<file path="src/rtl/mem_arbiter.sv">
// Single-port RAM arbiter between instruction fetch and data access.
// Data wins arbitration unless fetch has lost STARVE_MAX times in a row; hung accesses time out.
module mem_arbiter #(
  parameter int ADDR_W     = 32,
  parameter int DATA_W     = 32,
  parameter int STARVE_MAX = 4,
  parameter int TIMEOUT    = 255
) (
  input  logic              CLK,
  input  logic              RST,
  input  logic              iREN,
  input  logic [ADDR_W-1:0] iaddr,
  output logic [DATA_W-1:0] iload,
  output logic              iwait,
  input  logic              dREN,
  input  logic              dWEN,
  input  logic [ADDR_W-1:0] daddr,
  input  logic [DATA_W-1:0] dstore,
  output logic [DATA_W-1:0] dload,
  output logic              dwait,
  output logic              ramREN,
  output logic              ramWEN,
  output logic [ADDR_W-1:0] ramaddr,
  output logic [DATA_W-1:0] ramstore,
  input  logic [DATA_W-1:0] ramload,
  input  logic              ramready,
  output logic              busy,
  output logic              err,
  output logic [1:0]        fsm_state
);

  localparam int SW = $clog2(STARVE_MAX + 1);
  localparam int TW = $clog2(TIMEOUT + 1);
  localparam logic [SW-1:0] STARVE_LIM = SW'(STARVE_MAX);
  localparam logic [TW-1:0] TMO_LAST   = TW'(TIMEOUT - 1);

  typedef enum logic [1:0] {
    IDLE = 2'd0,
    IACC = 2'd1,
    DACC = 2'd2
  } state_t;

  state_t            state, next_state;
  logic [SW-1:0]     starve_cnt;
  logic [TW-1:0]     tmo_cnt;
  logic [ADDR_W-1:0] lat_addr;
  logic [DATA_W-1:0] lat_data;
  logic              lat_wr;

  logic dreq, grant_d, grant_i, timeout_hit;

  assign dreq        = dREN | dWEN;
  assign grant_d     = (state == IDLE) && dreq && (starve_cnt < STARVE_LIM);
  assign grant_i     = (state == IDLE) && !grant_d && iREN;
  // tmo_cnt counts prior stalled cycles, so the TIMEOUT-th stalled cycle aborts
  assign timeout_hit = (state != IDLE) && !ramready && (tmo_cnt == TMO_LAST);
  assign fsm_state   = RST ? 2'd0 : state;

  always_ff @(posedge CLK) begin
    if (RST) begin
      state      <= IDLE;
      starve_cnt <= '0;
      tmo_cnt    <= '0;
      lat_addr   <= '0;
      lat_data   <= '0;
      lat_wr     <= 1'b0;
    end else begin
      state <= next_state;
      if (grant_d) begin
        lat_addr <= daddr;
        lat_data <= dstore;
        lat_wr   <= dWEN;
      end else if (grant_i) begin
        lat_addr <= iaddr;
        lat_data <= '0;
        lat_wr   <= 1'b0;
      end
      if (state == IDLE) begin
        tmo_cnt <= '0;
        if (grant_i || !iREN) starve_cnt <= '0;
        else if (grant_d)     starve_cnt <= starve_cnt + SW'(1);
      end else if (!ramready) begin
        tmo_cnt <= tmo_cnt + TW'(1);
      end
    end
  end

  always_comb begin
    next_state = state;
    iwait      = iREN;
    dwait      = dreq;
    iload      = '0;
    dload      = '0;
    ramREN     = 1'b0;
    ramWEN     = 1'b0;
    ramaddr    = '0;
    ramstore   = '0;
    busy       = 1'b0;
    err        = 1'b0;
    if (RST) begin
      next_state = IDLE;
    end else begin
      case (state)
        IDLE: begin
          if (grant_d)      next_state = DACC;
          else if (grant_i) next_state = IACC;
        end
        IACC: begin
          busy    = 1'b1;
          ramREN  = 1'b1;
          ramaddr = lat_addr;
          if (ramready) begin
            iload      = ramload;
            iwait      = 1'b0;
            next_state = IDLE;
          end else if (timeout_hit) begin
            err        = 1'b1;
            iwait      = 1'b0;
            next_state = IDLE;
          end
        end
        DACC: begin
          busy     = 1'b1;
          ramREN   = !lat_wr;
          ramWEN   = lat_wr;
          ramaddr  = lat_addr;
          ramstore = lat_data;
          if (ramready) begin
            dload      = lat_wr ? '0 : ramload;
            dwait      = 1'b0;
            next_state = IDLE;
          end else if (timeout_hit) begin
            err        = 1'b1;
            dwait      = 1'b0;
            next_state = IDLE;
          end
        end
        default: next_state = IDLE;
      endcase
    end
  end

endmodule

</file>
<file path="config.mk">
export PLATFORM = sky130hd
export DESIGN_NAME = mem_arbiter
export DESIGN_NICKNAME = d
export VERILOG_FILES = /design/src/rtl/mem_arbiter.sv
export SDC_FILE = /design/constraint.sdc
export NUM_CORES = 1
export LEC_CHECK = 0
export CORE_ASPECT_RATIO = 1.2
export CORE_MARGIN = 1
export CORE_UTILIZATION = 40
export DETAILED_ROUTE_END_ITERATION = 10
export GPL_ROUTABILITY_DRIVEN = 0
export PLACE_DENSITY = 0.88
export SLEW_MARGIN = 25
export SYNTH_ARGS = -nofsm -noshare
export SYNTH_HDL_FRONTEND = slang
export SYNTH_SLANG_ARGS = --single-unit
</file>
<file path="constraint.sdc">
create_clock -name CLK -period 4.69 [get_ports CLK]
set_clock_uncertainty 0.05 [all_clocks]
set_input_delay 1.1725 -clock CLK [delete_from_list [all_inputs] [get_ports CLK]]
set_output_delay 1.1725 -clock CLK [all_outputs]
set_load 0.01 [all_outputs]
</file>
==> flow_summary_export.csv <==
group,metric,value,unit
outcome,run_status,"complete, but fails checks",
outcome,violated_checks,"DRC",
placed_design,place.detailed.hpwl,11860,um
power,total_leakage_power,2.777,nW
detailed_routing,detail_route.wirelength,15740,um
synthesis,synthMuxAreaShare,0,
clock_tree,cts_num_sinks,78,
synthesis,synth_simple_gate_area_frac,0.3900,
floorplanning,placeableCoreArea,0.01067,mm^2
synthesis,adder_and_majority_cell_fraction_of_the_synthesized_area,0.01694,
global_routing,globalRoute.totalOverflow,0,
global_routing,grt_start_max_net_pins,66,
worst_setup_path,setup.worst_path.start,"ramready",
placed_design,numPortBuffers,269,
detailed_routing,detail-route-antenna-nets,0,
synthesis,synth_compound_area_frac,0.1556,
power,power-per-cell-area,360.0,mW/mm^2
flow_run,cap_viol_max_count,0,
floorplanning,die_area,0.01150,mm^2
global_routing,grt_first_pass_wirelength,23670,um
timing,min_period_over_period,0.8627,
floorplanning,num_rows,41,
worst_setup_path,path_delay_family,"buffers and inverters",
cells_and_area,num-fill-cells,837,
worst_setup_path,cp.depth,5,
timing,worstMarginPinSlew,706.6,ps
cells_and_area,layout.cells.most_common_list,"268 x sky130_fd_sc_hd__clkdlybuf4s50_1, 129 x sky130_fd_sc_hd__and2_1, 78 x sky130_fd_sc_hd__dfxtp_1, 69 x sky130_fd_sc_hd__nand2_1, 66 x sky130_fd_sc_hd__nand3_1",
synthesis,synth_fp_nets,697,
clock_tree,clock_latency,330,ps
cells_and_area,design.final.nets,937,
worst_setup_path,rr_endpoint,"lat_addr[1]",
worst_setup_path,crit_path_cell_trace,"clkdlybuf4s50_1 > nor3b_2 > buf_4 > and2_1 > clkdlybuf4s50_1",
timing,setup_total_negative_slack,0,ps
synthesis,post_synth_xor_area_fraction,0.01384,
detailed_routing,count_of_tritonroute_iterations_in_the_first_routing_pass,8,
detailed_routing,drt_first_iter_violations,280,
synthesis,combinational_family_with_the_most_area_after_synthesis,"simple AND/OR/NAND/NOR gates",
clock_tree,post_cts_hold_buffer_count,0,
clock_tree,ctsResizeCount,0,
floorplanning,chipWidth,98.08,um
global_routing,grt_antenna_before_repair,9,
synthesis,gate_count_after_technology_mapping,557,
worst_setup_path,endpoint_kind,"primary output",
timing,finalSetupViolCount,0,
worst_setup_path,critical_path.slowest_cell,"sky130_fd_sc_hd__clkdlybuf4s50_1",
worst_setup_path,worstSetupStartpointType,"input port",
detailed_routing,remaining_drc_errors,48,
timing,final-max-slew-violation-count,0,
floorplanning,top_level_ports,270,
synthesis,ys_warn_count,0,
timing,fmax,0.2472,GHz
worst_setup_path,worstPathBufferInverterCount,3,
worst_hold_path,worstHoldStart,"lat_data[27]",
floorplanning,die_height,117.3,um
worst_setup_path,worst-endpoint-arrival,2820,ps
worst_setup_path,endpoint,"iload[4]",
placed_design,place_worst_setup_slack,642.4,ps
synthesis,yosysSeqAreaShare,0.3524,
timing,rsz_0062_raised_after_global_routing,"false",
worst_setup_path,timing.reg2reg.worst_path_depth,8,
clock_tree,post_cts_repair_setup_buffers,0,
cells_and_area,flow.area_growth_from_synthesis,66.51,%
timing,slew_headroom,0.5290,
synthesis,synth.lib_cells_used.distinct,40,
timing,hold_viol_final,0,
clock_tree,root_buffer_cell,"sky130_fd_sc_hd__clkbuf_16",
worst_setup_path,cp_max_fo,32,
clock_tree,tritoncts.num_buffers,9,
worst_setup_path,critical_path_required,3470,ps
worst_setup_path,critical_path.most_common_cell,"sky130_fd_sc_hd__clkdlybuf4s50_1",
global_routing,number_of_global_route_vias_before_repair,4677,
detailed_routing,wirelength_per_cell,16.78,um
worst_setup_path,worstReg2RegStart,"state[0]",
synthesis,ys_ff_latch,78,
synthesis,post_synth.cell_area_avg,7.954,um^2
worst_setup_path,slowest_cell_delay_on_critical_path,550,ps
power,ir_worst_vdd,0.0002133,V
worst_hold_path,hold_path.class,"reg -> reg",
detailed_routing,vias_per_cell,5.265,
cells_and_area,share_of_the_core_filled_with_cells_in_the_final_layout,0.6914,
worst_setup_path,timing.reg2reg.setup_slack,2260,ps
timing,setup_ws,644.0,ps
clock_tree,cts-root-to-sink-buffers,2,
worst_setup_path,timing_worst_setup_path_type,"in -> out",
timing,shortest_period_the_worst_path_allows,4046,ps
clock_tree,worst_setup_hold_path_clk_slew,60,ps
clock_tree,cts-htree-levels,3,
cells_and_area,final_layout_size_suffix_gt1_frac,0.07232,
detailed_routing,vias_after_detailed_routing,4939,
global_routing,global_routing_usage_summed_across_all_routing_layers,0.2679,
clock_tree,tritoncts,"done",
floorplanning,initial_util,0.4152,
cells_and_area,most_common_cell_after_layout_fill_and_taps_aside,"sky130_fd_sc_hd__clkdlybuf4s50_1",
synthesis,syn_area,0.004430,mm^2
-- area by class of cell --
class / instances / area [um^2] / share of cell area
Multi-Input combinational cell: 423 / 2562 / 0.3474
Tap cell: 129 / 161.4 / 0.02188
Clock buffer: 10 / 239.0 / 0.03239
Timing Repair Buffer: 280 / 2770 / 0.3755
Antenna cell: 7 / 17.52 / 0.002374
Clock inverter: 6 / 46.29 / 0.006275
Sequential cell: 78 / 1562 / 0.2117
Inverter: 5 / 18.77 / 0.002544
-- registers in the layout, summed over array words and instances, names as in the netlist --
register,cells
starve_cnt,3
lat_wr,1
lat_data,32
tmo_cnt,8
lat_addr,32
state,2
-- cells by family (layout without fill, tap and decap cells) --
kind of cell,count (synthesis),after routing
flops,78,78
xor+xnor,7,7
other cells,0,7
simple gates,330,330
compound gates,80,80
buf+inv,56,301
fa+ha+maj,6,6
-- through the flow --
step	instances	hold WS, ps	cell area [um^2]	total power [mW]
2_1_floorplan	557	391.7	4431	1.632
3_3_place_gp	915	398.6	7068	1.966
3_5_place_dp	915	404.1	7074	2.011
4_1_cts	931	412.7	7360	2.680
5_1_grt	936	430.8	7372	2.813
6_report	938	412.7	7377	2.656
-- cell usage after synthesis --
master / n / share of area
sky130_fd_sc_hd__a22o_1: 1 / 0.0020
sky130_fd_sc_hd__nand3b_1: 1 / 0.0017
sky130_fd_sc_hd__and2_1: 129 / 0.18
sky130_fd_sc_hd__and2b_4: 1 / 0.0023
sky130_fd_sc_hd__xnor2_1: 1 / 0.0020
sky130_fd_sc_hd__nand4_1: 2 / 0.0028
sky130_fd_sc_hd__and4_1: 1 / 0.0020
sky130_fd_sc_hd__a311oi_1: 12 / 0.024
sky130_fd_sc_hd__buf_4: 5 / 0.0085
sky130_fd_sc_hd__a311oi_2: 20 / 0.068
sky130_fd_sc_hd__xor2_1: 6 / 0.012
sky130_fd_sc_hd__nand2_1: 69 / 0.058
sky130_fd_sc_hd__nor2b_1: 3 / 0.0042
sky130_fd_sc_hd__nor2_1: 49 / 0.042
sky130_fd_sc_hd__dfxtp_1: 78 / 0.35
sky130_fd_sc_hd__nand2b_1: 1 / 0.0014
sky130_fd_sc_hd__nand3_1: 66 / 0.075
sky130_fd_sc_hd__a21oi_1: 35 / 0.040
sky130_fd_sc_hd__o21ai_0: 1 / 0.0011
sky130_fd_sc_hd__a32oi_1: 3 / 0.0059
sky130_fd_sc_hd__o21ai_2: 1 / 0.0020
sky130_fd_sc_hd__nor2b_2: 1 / 0.0020
sky130_fd_sc_hd__o31a_1: 1 / 0.0020
sky130_fd_sc_hd__and3b_1: 3 / 0.0059
sky130_fd_sc_hd__o21a_1: 2 / 0.0034
sky130_fd_sc_hd__buf_2: 18 / 0.020
sky130_fd_sc_hd__clkbuf_2: 3 / 0.0034
sky130_fd_sc_hd__nand4b_4: 1 / 0.0054
sky130_fd_sc_hd__ha_1: 6 / 0.017
sky130_fd_sc_hd__o21ai_4: 1 / 0.0037
sky130_fd_sc_hd__o21ai_1: 1 / 0.0011
sky130_fd_sc_hd__nand2_2: 1 / 0.0014
sky130_fd_sc_hd__or2_2: 1 / 0.0014
sky130_fd_sc_hd__a21boi_0: 1 / 0.0017
sky130_fd_sc_hd__inv_1: 5 / 0.0042
sky130_fd_sc_hd__buf_1: 1 / 0.00085
sky130_fd_sc_hd__buf_6: 8 / 0.020
sky130_fd_sc_hd__nor3b_2: 1 / 0.0028
sky130_fd_sc_hd__clkbuf_1: 16 / 0.014
sky130_fd_sc_hd__a211oi_1: 1 / 0.0017
-- routing by layer --
| metal | global-route usage | vias to the layer above | share of wire |
|---|---|---|---|
| met1 | 0.2593 | 2251 | 0.33 |
| met5 | 0 | - | 0.0013 |
| met3 | 0.09026 | 66 | 0.095 |
| met4 | 0.1960 | 4 | 0.064 |
| met2 | 0.4822 | 264 | 0.51 |
| li1 | - | 2354 | - |
-- power by group --
group          total (mW)  internal (mW)  switching, mW
Clock               0.656          0.375          0.281
Sequential          0.878          0.807         0.0710
Combinational        1.12          0.490          0.631
-- worst min-delay path by stage --
stage / end / slack (ps) / cells past startpoint
after global placement: lat_data[4] / 400 / 2
after floorplan: starve_cnt[2] / 390 / 2
after global routing: lat_data[7] / 430 / 2
final: lat_data[27] / 410 / 2
after CTS: lat_data[10] / 410 / 2
after detailed placement: lat_data[10] / 400 / 2
-- tightest hold or removal path: cells and delay by family, from the launching register on --
family	cells	cell delay, ps
simple gates	1	60
compound gates	1	60
flops	1	300
Note: power is estimated with default switching activity, not from simulation.
